--- src/rtl/qpu_sched_pkg.sv ---
// Shared types for the QPU timed-event scheduler: condition codes, FSM states
// and the queue entry layout {time, mask, cond, data}.
package qpu_sched_pkg;

    localparam logic [1:0] COND_ALWAYS = 2'b00;
    localparam logic [1:0] COND_ZERO   = 2'b01;
    localparam logic [1:0] COND_ONE    = 2'b10;
    localparam logic [1:0] COND_EQU    = 2'b11;

    typedef enum logic [1:0] {
        ST_IDLE = 2'd0,
        ST_RUN  = 2'd1,
        ST_HALT = 2'd2
    } state_t;

    // Packed entry width: time + mask + 2-bit cond per channel + payload.
    function automatic int entry_w(input int time_w, input int ev_ch, input int ev_w);
        return time_w + 3 * ev_ch + ev_ch * ev_w;
    endfunction

endpackage

--- src/rtl/qpu_sync_fifo.sv ---
// Synchronous FIFO with one-hot read/write pointers, occupancy count,
// simultaneous push/pop and a synchronous clear.
module qpu_sync_fifo #(
    parameter int DP = 8,
    parameter int DW = 8
) (
    input  logic                     clk,
    input  logic                     rst,
    input  logic                     clr,
    input  logic                     push,
    input  logic                     pop,
    input  logic [DW-1:0]            din,
    output logic [DW-1:0]            dout,
    output logic                     full,
    output logic                     empty,
    output logic [$clog2(DP+1)-1:0]  count
);

    localparam int CW = $clog2(DP + 1);
    localparam logic [DP-1:0] PTR_INIT = {{(DP-1){1'b0}}, 1'b1};

    logic [DP-1:0] wr_ptr;
    logic [DP-1:0] rd_ptr;
    logic [DW-1:0] mem [DP];
    logic          do_push;
    logic          do_pop;

    assign do_push = push & ~full;
    assign do_pop  = pop & ~empty;
    assign full    = (count == CW'(DP));
    assign empty   = (count == '0);

    always_ff @(posedge clk or posedge rst) begin
        if (rst) begin
            wr_ptr <= PTR_INIT;
            rd_ptr <= PTR_INIT;
            count  <= '0;
        end else if (clr) begin
            wr_ptr <= PTR_INIT;
            rd_ptr <= PTR_INIT;
            count  <= '0;
        end else begin
            if (do_push) wr_ptr <= {wr_ptr[DP-2:0], wr_ptr[DP-1]};
            if (do_pop)  rd_ptr <= {rd_ptr[DP-2:0], rd_ptr[DP-1]};
            case ({do_push, do_pop})
                2'b10:   count <= count + CW'(1);
                2'b01:   count <= count - CW'(1);
                default: count <= count;
            endcase
        end
    end

    // Storage carries no reset; only slots behind valid pointers are ever read.
    always_ff @(posedge clk) begin
        for (int i = 0; i < DP; i++) begin
            if (do_push && wr_ptr[i]) mem[i] <= din;
        end
    end

    always_comb begin
        dout = '0;
        for (int i = 0; i < DP; i++) begin
            if (rd_ptr[i]) dout = dout | mem[i];
        end
    end

endmodule

--- src/rtl/qpu_timed_event_scheduler.sv ---
// Timed-event scheduler: queues time-stamped multi-channel events and releases
// each one when the local timer reaches its time, gated by measurement results.
module qpu_timed_event_scheduler
    import qpu_sched_pkg::*;
#(
    parameter int TIME_W   = 16,
    parameter int TQ_DEPTH = 8,
    parameter int EV_CH    = 4,
    parameter int EV_W     = 8
) (
    input  logic                            clk,
    input  logic                            rst,
    input  logic                            start,
    input  logic                            halt,
    input  logic                            flush,
    input  logic                            wr_valid,
    output logic                            wr_ready,
    input  logic [TIME_W-1:0]               wr_time,
    input  logic [EV_CH-1:0]                wr_mask,
    input  logic [2*EV_CH-1:0]              wr_cond,
    input  logic [EV_CH*EV_W-1:0]           wr_data,
    input  logic [EV_CH-1:0]                meas_zero,
    input  logic [EV_CH-1:0]                meas_one,
    input  logic [EV_CH-1:0]                meas_equ,
    output logic [EV_CH-1:0]                ev_o_valid,
    output logic [EV_CH-1:0]                ev_o_squash,
    output logic [EV_CH*EV_W-1:0]           ev_o_data,
    output logic [TIME_W-1:0]               timer_o,
    output logic                            run_o,
    output logic [$clog2(TQ_DEPTH+1)-1:0]   q_count,
    output logic                            err_late
);

    localparam int ENT_W = entry_w(TIME_W, EV_CH, EV_W);
    localparam int CNT_W = $clog2(TQ_DEPTH + 1);
    localparam int DAT_W = EV_CH * EV_W;

    function automatic logic cond_ok(input logic [1:0] code, input logic m_zero,
                                     input logic m_one, input logic m_equ);
        case (code)
            COND_ALWAYS: cond_ok = 1'b1;
            COND_ZERO:   cond_ok = m_zero;
            COND_ONE:    cond_ok = m_one;
            COND_EQU:    cond_ok = m_equ;
            default:     cond_ok = 1'b1;
        endcase
    endfunction

    state_t              state, state_nxt;
    logic [TIME_W-1:0]   timer_r;
    logic [TIME_W-1:0]   last_time;
    logic [TIME_W-1:0]   ref_time;
    logic [TIME_W-1:0]   delta;
    logic [TIME_W-1:0]   head_time;
    logic [ENT_W-1:0]    wr_ent, head_ent, sel_ent;
    logic                q_full, q_empty;
    logic [CNT_W-1:0]    cnt;
    logic                running, accept, in_order, bypass, late;
    logic                push, match, issue, last_pop, tick;
    logic [EV_CH-1:0]    sel_mask;
    logic [2*EV_CH-1:0]  sel_cond;
    logic [DAT_W-1:0]    sel_data;
    logic [EV_CH-1:0]    valid_p0, squash_p0;
    logic [DAT_W-1:0]    data_p0;
    logic [EV_CH-1:0]    valid_p1, squash_p1;
    logic [DAT_W-1:0]    data_p1;

    always_ff @(posedge clk or posedge rst) begin
        if (rst) state <= ST_IDLE;
        else     state <= state_nxt;
    end

    always_comb begin
        state_nxt = state;
        if (flush) begin
            state_nxt = ST_IDLE;
        end else if (halt) begin
            if (state == ST_RUN) state_nxt = ST_HALT;
        end else if (start && state != ST_RUN) begin
            state_nxt = ST_RUN;
        end
    end

    assign running = (state == ST_RUN);
    assign wr_ready = ~q_full & ~flush;
    assign accept   = wr_valid & wr_ready;

    // Wrap-safe ordering: new time must lie strictly ahead, within half the timer range.
    assign ref_time = q_empty ? timer_r : last_time;
    assign delta    = wr_time - ref_time;
    assign in_order = (delta != '0) & ~delta[TIME_W-1];
    assign bypass   = accept & q_empty & running & (delta == '0);
    assign push     = accept & in_order;
    assign late     = accept & ~in_order & ~bypass;

    assign wr_ent    = {wr_time, wr_mask, wr_cond, wr_data};
    assign head_time = head_ent[ENT_W-1 -: TIME_W];
    assign match     = running & ~q_empty & (head_time == timer_r) & ~flush;
    assign issue     = match | bypass;

    // Clock stops once the last queued entry issues, so the timer rests on its time.
    assign last_pop = match & ~push & (cnt == CNT_W'(1));
    assign tick     = running & ((~q_empty & ~last_pop) | bypass);

    qpu_sync_fifo #(
        .DP (TQ_DEPTH),
        .DW (ENT_W)
    ) u_fifo (
        .clk   (clk),
        .rst   (rst),
        .clr   (flush),
        .push  (push),
        .pop   (match),
        .din   (wr_ent),
        .dout  (head_ent),
        .full  (q_full),
        .empty (q_empty),
        .count (cnt)
    );

    always_ff @(posedge clk or posedge rst) begin
        if (rst)        timer_r <= '0;
        else if (flush) timer_r <= '0;
        else if (tick)  timer_r <= timer_r + TIME_W'(1);
    end

    always_ff @(posedge clk) begin
        if (push) last_time <= wr_time;
    end

    always_ff @(posedge clk or posedge rst) begin
        if (rst)        err_late <= 1'b0;
        else if (flush) err_late <= 1'b0;
        else if (late)  err_late <= 1'b1;
    end

    // p0: condition evaluation on the issuing entry
    assign sel_ent  = match ? head_ent : wr_ent;
    assign sel_mask = sel_ent[DAT_W + 2*EV_CH +: EV_CH];
    assign sel_cond = sel_ent[DAT_W +: 2*EV_CH];
    assign sel_data = sel_ent[DAT_W-1:0];

    always_comb begin
        valid_p0  = '0;
        squash_p0 = '0;
        data_p0   = '0;
        for (int c = 0; c < EV_CH; c++) begin
            if (issue && sel_mask[c]) begin
                if (cond_ok(sel_cond[2*c +: 2], meas_zero[c], meas_one[c], meas_equ[c])) begin
                    valid_p0[c]             = 1'b1;
                    data_p0[c*EV_W +: EV_W] = sel_data[c*EV_W +: EV_W];
                end else begin
                    squash_p0[c] = 1'b1;
                end
            end
        end
    end

    // p1: registered event outputs
    always_ff @(posedge clk or posedge rst) begin
        if (rst) begin
            valid_p1  <= '0;
            squash_p1 <= '0;
            data_p1   <= '0;
        end else if (flush) begin
            valid_p1  <= '0;
            squash_p1 <= '0;
            data_p1   <= '0;
        end else begin
            valid_p1  <= valid_p0;
            squash_p1 <= squash_p0;
            data_p1   <= data_p0;
        end
    end

    assign ev_o_valid  = valid_p1;
    assign ev_o_squash = squash_p1;
    assign ev_o_data   = data_p1;
    assign timer_o     = timer_r;
    assign run_o       = running;
    assign q_count     = cnt;

endmodule
--- config.mk ---
export PLATFORM = sky130hd
export DESIGN_NAME = qpu_timed_event_scheduler
export DESIGN_NICKNAME = d
export VERILOG_FILES = /design/src/rtl/qpu_sched_pkg.sv /design/src/rtl/qpu_sync_fifo.sv /design/src/rtl/qpu_timed_event_scheduler.sv
export SDC_FILE = /design/constraint.sdc
export NUM_CORES = 1
export LEC_CHECK = 0
export ABC_AREA = 1
export CAP_MARGIN = 20
export CORE_ASPECT_RATIO = 1.2
export CORE_MARGIN = 10
export CORE_UTILIZATION = 45
export CTS_CLUSTER_DIAMETER = 80
export CTS_CLUSTER_SIZE = 16
export DETAILED_ROUTE_END_ITERATION = 8
export HOLD_SLACK_MARGIN = 0.12
export SLEW_MARGIN = 20
export SYNTH_ARGS = -nofsm -noshare
export SYNTH_HDL_FRONTEND = slang
export SYNTH_HIERARCHICAL = 1
export SYNTH_SLANG_ARGS = --single-unit
--- constraint.sdc ---
create_clock -name clk -period 18.6 [get_ports clk]
set_input_delay 3.72 -clock clk [delete_from_list [all_inputs] [get_ports clk]]
set_output_delay 3.72 -clock clk [all_outputs]
set_load 0.01 [all_outputs]
Word level (Yosys, flattened, before mapping)
Memories as Yosys holds them, arrays and structs flattened.
Index checks and enable logic that the tools add are counted.
Widths: inputs -> output; s select.
Storage, ports and cells
  register bits: 95
  RAM bits: 480
  bits of input ports: 78
  output and inout port bits: 63
  word-level logic and storage cells: 172
  memories: 1
Memories
  u_fifo.mem: words 8, bits a word 60, read ports 8, clocked after memory_dff 0, write ports 8, line qpu_sync_fifo.sv:24  | logic [DW-1:0] mem [DP];
Operators by class
  add/sub/neg operators: 4
  eq/ne operators: 20
  multiplexer cells: 75
  bitwise logic cells: 35
  reductions and logical operators: 27
Operator list (number)
  $mux 60: 8
  $or 60x60->60: 7
  $mux 8: 12
  $mux 16: 3
  $mux 44: 1
  $mux 1: 38
  $mux 32: 1
  $and 1x1->1: 18
  $eq 2x2->1 const B: 9
  $add 16x1->16 const B: 1
  $eq 16x16->1: 1
  $logic_not 16->1: 1
  $pmux 1 s4: 4
  $reduce_bool 16->1: 1
  $sub 16x16->16: 1
  $logic_and 1x1->1: 13
  $eq 2x1->1 const B: 6
  $mux 4: 3
  $logic_not 2->1: 4
  $mux 2: 4
  $not 1->1: 8
  $pmux 4 s2: 1
  $reduce_bool 2->1: 4
  $reduce_bool 3->1: 2
  other kinds (9): 10

Logic depth before layout (Yosys ltp)
Gate-level depths: netlist of run 1.
An unclocked memory read counts as a cell.
  depth in word-level cells: 27
  mapped depth: 34
  depth with buffers taken out: 32

By module
Netlist of run 1, hierarchy kept.
Modules (own cells, without submodules)
  qpu_sync_fifo: instances 1, cells an instance 1202, area each 18406.4 sq um, seq. area each 14916.8 sq um
  qpu_timed_event_scheduler: instances 1, cells an instance 705, area each 5290.1 sq um, seq. area each 1956.9 sq um

Worst setup path before layout of run 1
OpenSTA, ideal clock, no wires.
  path type: input-to-reg
  start: in wr_time[10]
  end: mem u_fifo/mem[1][180] (netlist name), enable pin
  library setup time: 0.481 ns
  arrival: 8.212 ns
  data required time: 18.119 ns
  slack: 9.908 ns
  stages: 16
  path buffers: 1
  cell sequence: ha_1 -> nand2_1 -> inv_1 -> nand2_1 -> and2_1 -> nor2_1 -> nor2_1 -> a21o_1 -> nand2_2 -> nor2_2 -> nand2_2 -> nand3_2 -> inv_1 -> nand2_4 -> buf_8 -> nor2_1
RTL lines
  start, declared: line qpu_timed_event_scheduler.sv:18  | input logic [TIME_W-1:0] wr_time,
  end, declared: line qpu_sync_fifo.sv:24

Worst setup path after layout of run 1
  start: in flush
  end: out wr_ready
Between the ends
  longest elaborated chain between the ends: 2
Ends and longest elaborated chain
  start, declared: line qpu_timed_event_scheduler.sv:15  | input logic flush,
  $not 1->1: line qpu_timed_event_scheduler.sv:85  | assign wr_ready = ~q_full & ~flush;
  $and 1x1->1: line qpu_timed_event_scheduler.sv:85
  end, declared: line qpu_timed_event_scheduler.sv:17  | output logic wr_ready,
No other way between the ends.

==> run summary, run 1 <==
STA classifies the critical path startpoint as a primary input. The fill cell instance count of the final layout is 4523. The average cell area after synthesis came out at about 12 um^2. The critical path goes through clkdlybuf4s50_1, nor2_1, clkdlybuf4s50_1. The routed length per instance came out at 21.24 um.

TritonCTS built the clock tree. The summed instance area of the synthesized netlist came out at between 20000 and 25000 um^2. The final period demand of the worst path is between 9 and 10 ns. The hold violation total from the final report is 0. around 140 I/O pins were placed.

Of the total power, the clock network draws 35.5%. The overall track demand over capacity in global routing is a little under a fifth. Counting flops and latches in the post-synthesis netlist gives approximately 580.

The proportion of layout cells with a drive suffix above 1 is approximately 6.8%. The via count of the first global-routing pass came out at 15100. The count of cell types in the netlist came out at 47.

The element type at the critical path end is an output port. The TritonCTS buffer count came out at 42. The number of vias per cell after detailed routing came out at between 5 and 6. The flow ran to the end, and the final reports show no timing, DRC or antenna violations. Setup repair after global routing left no endpoint under its margin. The layout-stage area growth over the synthesis result came out at 14.35%. The pre-CTS worst setup slack is 9.593 ns. The buffers plus inverters on the worst setup path is 2. The peak per-stage delay on the critical path is 0.69 ns. For flop-to-flop paths, the worst setup slack is 12.27 ns. The total DRC errors in the routed layout came out at 0. In the layout the commonest cells are sky130_fd_sc_hd__nand2_1 (551), sky130_fd_sc_hd__edfxtp_1 (496), sky130_fd_sc_hd__inv_1 (153), sky130_fd_sc_hd__clkdlybuf4s50_1 (140), sky130_fd_sc_hd__nand4_1 (78).

Counting stages on the worst path, the most repeated cell is sky130_fd_sc_hd__clkdlybuf4s50_1. The headroom to the max-slew limit came out at a little over a quarter. In this run the worst setup path begins at flush.

The worst hold margin is 0.4937 ns. The total number of vias came out at 14870. On the critical path, the stage with the largest delay is an instance of sky130_fd_sc_hd__clkdlybuf4s50_1. During placement, the flow inserted port buffers numbering 140. The portion of total power attributed to sequential cells came out at between 50% and 60%. The cell-internal power came out at about 1900 uW. The count of final setup violators is 0. In this run the standard cell core region covers ~52000 um^2.

The maximum fanout along the worst path came out at 11. The path class of the tightest hold or removal check is reg -> reg. Summed over all cells, the static leakage comes to 0.01013 uW. From bottom edge to top edge, the die measures ~270 um.

The leftover overflow at the end of global routing came out at 0. The total of hold buffers inserted after clock tree synthesis came out at 0. The wire length of the first global-routing pass came out at 90590 um. The cell count after synthesis came out at around 1900. Leaving out fill and tap cells, the most frequent cell in the layout is sky130_fd_sc_hd__nand2_1. Grouping stages by cell kind, the critical path spends the most delay in buffers and inverters. The number of nets in the synthesized netlist is ~2000. The number of gates resized after CTS is 0. The site row count came out at 92. The combinational power share came out at 6.1%. The number of maximum-capacitance violations is 0. CTS placed an instance of sky130_fd_sc_hd__clkbuf_16 at the clock tree root. The detailed placer's ending HPWL is around 34000 um. The worst hold path passes through 2 cells. In the global route stage, met3 resource usage came out at approximately 3.0%. The maximum buffer depth of the clock tree came out at 3. By startpoint and endpoint, the worst setup path is classified as in -> out.

The initial cell density of the core came out at a little under half. The max-slew violation count came out at 0. The aggregate negative setup slack is 0 ns. The clock latency on the worst-skew pair is between 0.5 and 0.6 ns. The global-route track usage on met2 came out at 33.41%. Entering global routing, the biggest net connects 61 pins. The number of DRC violations after detailed-routing iteration 0 is between 1000 and 1500. The remaining number of nets flagged by the antenna check after routing is 0. The total number of H-tree levels is 2. The met1 track demand over resource came out at between 20% and 30%. The number of antenna violations at the first check in global routing is 1. At the worst endpoint, the arrival time is 5.30 ns.

Based on the critical path, the design can be clocked at up to roughly 110 MHz. The share of synthesized area occupied by flip-flops and latches is a little under three quarters. The synthesis warning total is 6. The final layout contains approximately 2100 nets. The transition time of the tightest slew-check pin came out at between 1 and 1.5 ns.

The buffers inserted during post-CTS setup optimization is 0. The worst register-to-register path begins at u_fifo/count[3]. At the end of routability-driven placement, the weighted congestion stood at ~0.85. Summed over all nets, the switching power comes to about 520 uW. The total clock sinks is ~580. The logic depth of the worst path, buffers included is 3.

The highest-utilization routing layer at the global route stage is met2. The power density relative to cell area is 89.40 nW/um^2. The capture point of the critical path is wr_ready. The die covers between 60000 and 70000 um^2. The worst register-to-register path has a depth of 25. The switching share of total power came out at between 20% and 30%. The worst setup margin came out at between 9 and 10 ns. The wire length reported by the detailed router came out at approximately 59000 um. The number of search-and-repair iterations in the first detailed-routing pass came out at 5. In this run the critical register-to-register path is captured at u_fifo/mem[1][167]. The worst-case IR drop observed on VDD is between 60 and 70 uV. The worst path uses around half of the clock period.

Clock-pin slew was measured on the worst setup and hold paths at roughly 0.070 ns. The horizontal extent of the die came out at between 200 and 250 um. The data required time at the worst endpoint is approximately 15 ns. The final antenna diode count came out at 0.

The final clock skew is approximately 0.018 ns.
[final cells by class]
cell class                 instances  area [um^2]  area share, %
tap                              705        882.1          3.255
sequential                       575        16880          62.31
clock inverter                     4        32.53         0.1201
clock buffer                      73         1189          4.387
timing repair buffer             160         1572          5.800
inverter                         160        600.6          2.216
multi-input combinational       1096         5937          21.91
[registers in the layout, indices dropped and copies added (netlist names)]
signal,flops
u_fifo/mem,480
state,2
err_late,1
u_fifo/wr_ptr,8
ev_o_squash,4
last_time,16
u_fifo/count,4
u_fifo/rd_ptr,8
ev_o_data,32
timer_o,16
ev_o_valid,4
[routing by layer]
metal / vias to the layer above / share of wire, %
met5: - / 0.017
met2: 409 / 52
li1: 6969 / -
met3: 76 / 5.5
met4: 2 / 1.9
met1: 7414 / 41
[power groups by stage]
stage	registers [uW]	logic, uW	clock network (uW)
after floorplan	1440	85.9	0
after global placement	1440	145	0
after detailed placement	1440	147	0
after CTS	1420	147	883
after global routing	1420	166	933
final	1420	147	860
[cell usage after synthesis, drive strengths merged]
cell    number  area share (%)
a21o         2           0.069
a21oi       16            0.46
a221oi      65             2.4
a22o        32             1.2
and2         2           0.053
buf         28            0.73
clkbuf      48            0.76
clkinv       1           0.016
dfrtp       77             8.1
dfstp        2            0.22
edfxtp     496              63
fa           1           0.084
ha          24             1.3
inv        159             2.5
mux2i       35             1.5
nand2      566             9.2
nand3       89             2.3
nand3b       7            0.22
nand4       79             2.1
nor2        90             1.6
nor3        11            0.23
nor4         5            0.13
nor4b        1           0.063
o211ai       5            0.16
o21ai       38            0.80
o22ai        1           0.026
o31ai        2           0.063
or2          1           0.026
or3          1           0.026
xnor2        5            0.18
xor2        18            0.67
[how the worst min path moves through the flow]
stage / from / endpoint / slack [ns]
after floorplan: state[0] / state[0] / 0.45
after CTS: state[0] / state[0] / 0.50
final: state[1] / state[1] / 0.49
after detailed placement: state[0] / state[0] / 0.48
after global placement: state[0] / state[0] / 0.47
after global routing: state[0] / state[0] / 0.54
[cells by family after synthesis]
group / share of synthesized area [%]
simple gates: 15.92
flops: 71.21
buf+inv: 4.023
compound gates: 5.169
mux: 1.478
fa+ha+maj: 1.352
xor+xnor: 0.8501
[per-stage QoR]
step	cell area, um^2	instances	total power [uW]	util (%)
2_1_floorplan	23700	1907	1530	-
3_3_place_gp	25850	2695	1588	49.35
3_5_place_dp	25850	2695	1591	49.35
4_1_cts	27070	2772	2446	51.68
5_1_grt	27100	2773	2515	51.74
6_report	27100	2773	2423	51.74
[worst register-to-register path, stage by stage (launching register included)]
cell,delay (ns)
sky130_fd_sc_hd__dfrtp_1,0.46
sky130_fd_sc_hd__nor2_1,0.27
sky130_fd_sc_hd__nand2_1,0.11
sky130_fd_sc_hd__inv_1,0.60
sky130_fd_sc_hd__inv_1,0.34
sky130_fd_sc_hd__nand2_1,0.12
sky130_fd_sc_hd__o21ai_0,0.09
sky130_fd_sc_hd__ha_1,0.18
sky130_fd_sc_hd__inv_1,0.11
sky130_fd_sc_hd__nand3_1,0.13
sky130_fd_sc_hd__nand2_1,0.14
sky130_fd_sc_hd__nand2_1,0.09
sky130_fd_sc_hd__nand2_1,0.15
sky130_fd_sc_hd__nand2_1,0.07
sky130_fd_sc_hd__nand2_1,0.07
sky130_fd_sc_hd__inv_1,0.05
sky130_fd_sc_hd__nand2_1,0.05
sky130_fd_sc_hd__nor2_1,0.03
sky130_fd_sc_hd__nand2_1,0.12
sky130_fd_sc_hd__nor2_2,0.06
sky130_fd_sc_hd__nand2_2,0.08
sky130_fd_sc_hd__nand3_2,0.07
sky130_fd_sc_hd__inv_1,0.63
sky130_fd_sc_hd__nand2_4,0.36
sky130_fd_sc_hd__nor2_4,0.88
sky130_fd_sc_hd__buf_4,0.66
No activity file was read; power rests on OpenSTA's default activity.
==> inputs of run 2 (changes only) <==
Clock period 18.6 ns to 9.45 ns, I/O delays scaled along.
==> run summary, run 2 (synthesis gave the netlist of run 1 again) <==
In this run the critical register-to-register path is captured at u_fifo/mem[0][96]. The library cells used most frequently in the layout, excluding fill and tap cells, are sky130_fd_sc_hd__nand2_1 (551), sky130_fd_sc_hd__edfxtp_1 (496), sky130_fd_sc_hd__inv_1 (154), sky130_fd_sc_hd__clkdlybuf4s50_1 (140), sky130_fd_sc_hd__nand4_1 (78). The leakage dissipation came out at just over 0.01 uW. The die is 229.5 um wide.

During I/O placement, the number of pins put on the boundary was roughly 140. The maximum achievable frequency came out at approximately 160 MHz. The initial cell density of the core came out at 45.24%. The kind of launch point of the worst setup path is a primary input. The count of cells in the finished layout, fillers not included, comes to 2768. The via count of the first global-routing pass came to 15240. The die outline height came out at about 270 um. The top register by number of flip-flops is u_fifo/mem. Buffers added to address setup during post-CTS repair amount to 0. After detailed routing, the total wire length is around 60000 um. Once the clock tree was built, the resizer swapped 0 gates to a different size. The count of final setup violators came out at 0.

The total DRC errors in the routed layout came out at 0. The overall track demand over capacity in global routing came out at 18.96%. The flow ran to the end, and the final reports show no timing, DRC or antenna violations. The die footprint is around 62000 um^2. The number of DRC violations after detailed-routing iteration 0 came out at about 1100. The number of maximum-capacitance violations is 0. The maximum buffer depth of the clock tree came out at 3. The max-slew violation count came out at 0. The TritonCTS buffer count came out at 42. The site row count is 92. The largest net degree at the start of global routing is 63.

The first global-routing pass estimated 91740 um of wire. The pre-antenna-repair detailed-routing pass consisted of 6 iterations. In this run the worst setup path begins at wr_time[2].

The total number of H-tree levels came out at 2. The power density relative to cell area came out at between 150 and 200 nW/um^2. The area of the core is roughly 52000 um^2. The headroom to the max-slew limit is 28.58%. The data required time at the worst endpoint came out at around 9.7 ns. The critical register-to-register path startpoint is u_fifo/count[2]. The maximum fanout along the worst path is 33. The hold violation total from the final report came out at 0. The transition time of the tightest slew-check pin is 1.071 ns. The maximum vdd ir drop is about 110 uV. The final period demand of the worst path is between 6 and 7 ns. TritonCTS built the clock tree. 0 antenna diodes ended up in the layout. The clock latency on the worst-skew pair came out at a little under 0.6 ns. The proportion of layout cells with a drive suffix above 1 came out at 6.835%.

The register with the most flip-flops in the layout has 480 of them. The detailed placer's ending HPWL is ~36000 um. The count of port buffers added during placement is 140. The number of instances in the placed design is ~2700.

The most common cell after layout, fill and taps aside is sky130_fd_sc_hd__nand2_1. Routability-driven placement finished with a final weighted congestion of about 0.91. The aggregate negative setup slack came out at 0 ns. The element type at the critical path end is a register. The number of antenna violations at the first check in global routing is 0. Clock-pin slew was measured on the worst setup and hold paths at about 0.07 ns.

The class of the tightest hold or removal check is reg -> reg. The routed length per instance is between 20 and 25 um. Buffers inserted to repair hold after CTS numbered 0. In the routed layout, each cell is associated on average with a via count of approximately 5.4.

The cell depth of the worst flop-to-flop path came out at 23. Clock skew on the completed layout was measured at just under 0.02 ns. Relative to the synthesized area, the layout overhead comes to 14.19%. The remaining number of nets flagged by the antenna check after routing came out at 0. The data arrival at the endpoint of the critical path is 6.56 ns. The CTS root buffer is sky130_fd_sc_hd__clkbuf_16. The startpoint identified for the worst hold timing path is state[1].

The total clock sinks is about 580. The capture point of the critical path is u_fifo/mem[0][96]. The critical path is of the in -> reg type. Setup repair after global routing left no endpoint under its margin. The total number of vias came out at 15070. For this run the aggregate overflow at the end of global routing stands at 0.

The net count reported at finish came out at between 2000 and 2500. The minimum setup slack among reg-to-reg paths came out at 3.20 ns. The final critical path takes up ~67% of the cycle.
run 2: cell types whose count changed in the layout (fill, tap and decap cells not counted), sizes merged:
| cell | change |
|---|---|
| clkbuf | -6 |
| inv | +1 |
| clkinvlp | -1 |
| buf | +1 |
run 2: report_power, final:
part	total, uW	switching (uW)	internal (uW)
Combinational	298	198	99.8
Sequential	2790	6.54	2780
Clock	1690	838	850
run 2: final cells by class:
class                   count  area [um^2]
repair buffers            161         1559
clock inverters             4        31.28
multi-input cells        1096         5937
flip-flops and latches    575        16880
fillers                  4517        25320
clock buffers              67         1166
well taps                 705        882.1
inverters                 160        600.6
run 2: critical path, stage by stage:
cell	delay [ns]
sky130_fd_sc_hd__clkdlybuf4s50_1	0.62
sky130_fd_sc_hd__ha_1	0.43
sky130_fd_sc_hd__nand2_1	0.06
sky130_fd_sc_hd__nand2_1	0.08
sky130_fd_sc_hd__inv_1	0.06
sky130_fd_sc_hd__nand2_1	0.11
sky130_fd_sc_hd__nand2_1	0.06
sky130_fd_sc_hd__nand2_1	0.15
sky130_fd_sc_hd__xor2_1	0.22
sky130_fd_sc_hd__nor2_2	0.06
sky130_fd_sc_hd__nand2_1	0.12
sky130_fd_sc_hd__nor2_2	0.06
sky130_fd_sc_hd__nand2_2	0.07
sky130_fd_sc_hd__nand3_2	0.08
sky130_fd_sc_hd__inv_1	0.62
sky130_fd_sc_hd__nand2_4	0.35
sky130_fd_sc_hd__nor2_4	0.87
sky130_fd_sc_hd__buf_4	0.60
run 2: worst min-delay path by stage:
stage,end,depth (start not counted)
2_1_floorplan,state[0],2
3_3_place_gp,state[0],2
3_5_place_dp,state[1],2
4_1_cts,state[1],2
5_1_grt,state[1],2
6_report,state[1],2
run 2: layer usage:
| layer | routed length (um) | vias to the layer above | GRT usage, % |
|---|---|---|---|
| met1 | 24730 | 7580 | 23.53 |
| met4 | 1345 | 0 | 5.268 |
| met5 | 0 | - | 0 |
| met2 | 30540 | 436 | 33.82 |
| met3 | 3277 | 68 | 2.817 |
| li1 | - | 6982 | - |
run 2: through the flow:
| stage | worst slack, ns | hold slack, ns | cell area (um^2) | utilization, % | power (uW) |
|---|---|---|---|---|---|
| floorplan | 2.588 | 0.4520 | 23700 | - | 3012 |
| global placement | 2.578 | 0.4685 | 25860 | 49.38 | 3138 |
| detailed placement | 2.455 | 0.4733 | 25860 | 49.38 | 3141 |
| CTS | 3.095 | 0.4916 | 27060 | 51.66 | 4815 |
| global route | 2.694 | 0.5478 | 27060 | 51.66 | 4940 |
| finish | 3.098 | 0.4862 | 27060 | 51.66 | 4772 |
==> inputs of run 3 (changes only) <==
Settings changed: PLACE_DENSITY set to 0.65.
Clock period 9.45 ns to 5.3 ns, I/O delays scaled along.
==> run summary, run 3 (synthesis gave the netlist of run 1 again) <==
The clock latency on the worst-skew pair is between 0.5 and 0.6 ns. The critical register-to-register path startpoint is u_fifo/count[1]. At the end of the flow, the number of nets in the layout was about 2200. Ranked by flip-flop count, first place goes to u_fifo/mem. The tightest min-delay check is of the reg -> reg type. The startpoint of the worst hold path is state[0]. The cell depth of the worst min-delay path came out at 2.

The core region is between 50000 and 60000 um^2. The initial cell density of the core is a little under half. The number of DRC violations after detailed-routing iteration 0 is around 1000. Static timing analysis puts the maximum clock frequency at between 200 and 250 MHz. The power density relative to cell area came out at about 310 nW/um^2. The most numerous cell type found on the critical path is sky130_fd_sc_hd__nand2_1. The data arrival at the endpoint of the critical path came out at roughly 5.3 ns. The worst setup margin came out at between 0.4 and 0.5 ns.

The worst register-to-register path ends at u_fifo/count[3]. The count of port buffers added during placement came out at 140. Dividing the detail-routed wire length by the instance count gives around 21 um. The number of antenna violations at the first check in global routing is 1. Across all register-to-register paths, the minimum setup slack is 0.50 ns.

The die is roughly 230 um wide. The transition time of the tightest slew-check pin is ~1.1 ns. In this run the number of H-tree levels came out at 2. The wire length reported by the detailed router came out at just under 60000 um. From synthesis to final layout, the design area changed by 15.48%. The data required time at the worst endpoint is between 5 and 6 ns. Among all stages on the critical path, the largest delay is contributed by sky130_fd_sc_hd__dfrtp_1.

The final clock skew came out at between 0.02 and 0.025 ns. For this design the top-level I/O count stands at 141. The multi-input logic area came out at between 5000 and 6000 um^2. The floorplan has slightly above 90 rows. The peak per-stage delay on the critical path is around 0.52 ns. The flow ran to the end, and the final reports show no timing, DRC or antenna violations. The count of final setup violators came out at 0. The overall track demand over capacity in global routing came out at between 10% and 20%.

Entering global routing, the biggest net connects 61 pins. The smallest clock period supported by the final layout is computed as 4.801 ns. The maximum vdd ir drop came out at 215.2 uV. After clock tree synthesis, the clock-pin slew on the worst setup and hold paths is 0.07 ns. The wire length of the first global-routing pass came out at slightly below 90000 um. In the layout the commonest cells are sky130_fd_sc_hd__nand2_1 (551), sky130_fd_sc_hd__edfxtp_1 (496), sky130_fd_sc_hd__inv_1 (153), sky130_fd_sc_hd__clkdlybuf4s50_1 (140), sky130_fd_sc_hd__nand4_1 (78). The CTS root buffer is sky130_fd_sc_hd__clkbuf_16. The hold violation total from the final report came out at 0. The via count of the first global-routing pass came out at about 15000. The total design power came out at approximately 8500 uW. The fraction of the cycle the final worst path needs came out at 90.58%. The maximum buffer depth of the clock tree is 3.

The kind of launch point of the worst setup path is a register. For hold timing, the worst endpoint is state[0]. In the final layout, the share of cells above drive strength 1 is roughly 7.7%. The area used by sequential logic in the layout is approximately 17000 um^2. The buffers inserted during post-CTS setup optimization came out at 0.

TritonCTS built the clock tree. Timing analysis after detailed placement gives a worst setup slack of ~0.17 ns. Measured along the y axis, the die boundary spans approximately 270 um. Of all nets on the critical path, the largest fanout is 24. The detailed placer's ending HPWL came out at roughly 36000 um. The total clock sinks came out at 575. The die footprint came out at between 60000 and 70000 um^2. By startpoint and endpoint, the worst setup path is classified as reg -> reg. The number of search-and-repair iterations in the first detailed-routing pass is 5.

On the final layout, the worst hold slack is roughly 0.5 ns. After filler insertion, the fill cell instance count of the layout stands at ~4400. The headroom to the max-slew limit came out at around 29%. The number of maximum-capacitance violations came out at 0. The total DRC errors in the routed layout came out at 0.

The worst setup path is captured at a register. The max-slew violation count is 0. The total number of vias came out at about 15000.

The leakage dissipation is between 0.01 and 0.015 uW. Clock tree synthesis inserted a total of 42 buffers. The number of vias per cell after detailed routing is 5.395. The final estimated routing congestion in global placement is approximately 0.85.

The remaining number of nets flagged by the antenna check after routing is 0. The library cell used most frequently in the layout, excluding fill and tap cells, is sky130_fd_sc_hd__nand2_1. The leftover overflow at the end of global routing is 0. Setup repair after global routing left no endpoint under its margin. The number of flip-flops in the largest register came out at 480. The cell depth of the worst flop-to-flop path is 28.
==> run 3: cell types whose count changed in the layout (fill, tap and decap cells not counted) <==
cell / change
sky130_fd_sc_hd__buf_12: +10
sky130_fd_sc_hd__buf_4: +9
sky130_fd_sc_hd__bufinv_16: +1
sky130_fd_sc_hd__clkbuf_1: -1
sky130_fd_sc_hd__clkbuf_8: +1
sky130_fd_sc_hd__clkinv_2: -1
sky130_fd_sc_hd__clkinv_4: -1
sky130_fd_sc_hd__clkinvlp_4: +1
sky130_fd_sc_hd__dfrtp_2: -1
sky130_fd_sc_hd__dfrtp_4: +1
sky130_fd_sc_hd__diode_2: +1
sky130_fd_sc_hd__inv_1: -1
sky130_fd_sc_hd__inv_6: -1
sky130_fd_sc_hd__inv_8: +1
==> run 3: timing repair <==
item,CTS,global route
hold buffers,0,0
endpoints found under the setup margin,0,1
gates resized for setup,0,1
==> run 3: cell type report <==
class                           count  share of cell area [%]
Sequential cell                   575                   61.71
Clock buffer                       67                   4.298
Inverter                          160                   2.209
Clock inverter                      3                  0.1829
Tap cell                          705                   3.224
Multi-Input combinational cell   1096                   21.70
Antenna cell                        1                0.009145
Timing Repair Buffer              180                   6.676
==> run 3: worst max path at each step <==
stage / startpoint / to / cells past startpoint
after floorplan: u_fifo/count[2] / u_fifo/mem[0][0] / 24
after global placement: u_fifo/count[3] / u_fifo/count[3] / 30
after detailed placement: u_fifo/count[2] / u_fifo/count[3] / 30
after CTS: u_fifo/count[2] / u_fifo/count[3] / 30
after global routing: u_fifo/count[3] / u_fifo/count[3] / 30
final: u_fifo/count[1] / u_fifo/count[3] / 28
==> run 3: layer usage <==
layer | share of wire [%] | GRT usage (%)
met1 | 41 | 23.16
met2 | 51 | 32.31
met3 | 5.7 | 2.786
met4 | 2.2 | 5.372
met5 | 0 | 0
==> run 3: power by group <==
group | internal (uW) | switching, uW | total, uW
Sequential | 4960 | 11.3 | 4970
Combinational | 183 | 341 | 525
Clock | 1570 | 1470 | 3050
Total | 6710 | 1830 | 8540
==> run 3: critical path, delay by kind of cell, from the launching register on <==
kind,cells,cell delay [ns]
fa+ha+maj,2,0.56
compound gates,3,0.78
buf+inv,3,0.57
simple gates,20,2.22
flops,1,0.52
==> run 3: through the flow <==
step	utilization [%]	cells	instance area, um^2	TNS [ns]
3_5_place_dp	49.89	2716	26130	0
3_3_place_gp	49.89	2716	26130	0
6_report	52.25	2787	27360	0
5_1_grt	52.24	2786	27360	0
2_1_floorplan	-	1907	23700	-422.51
4_1_cts	52.23	2786	27360	0
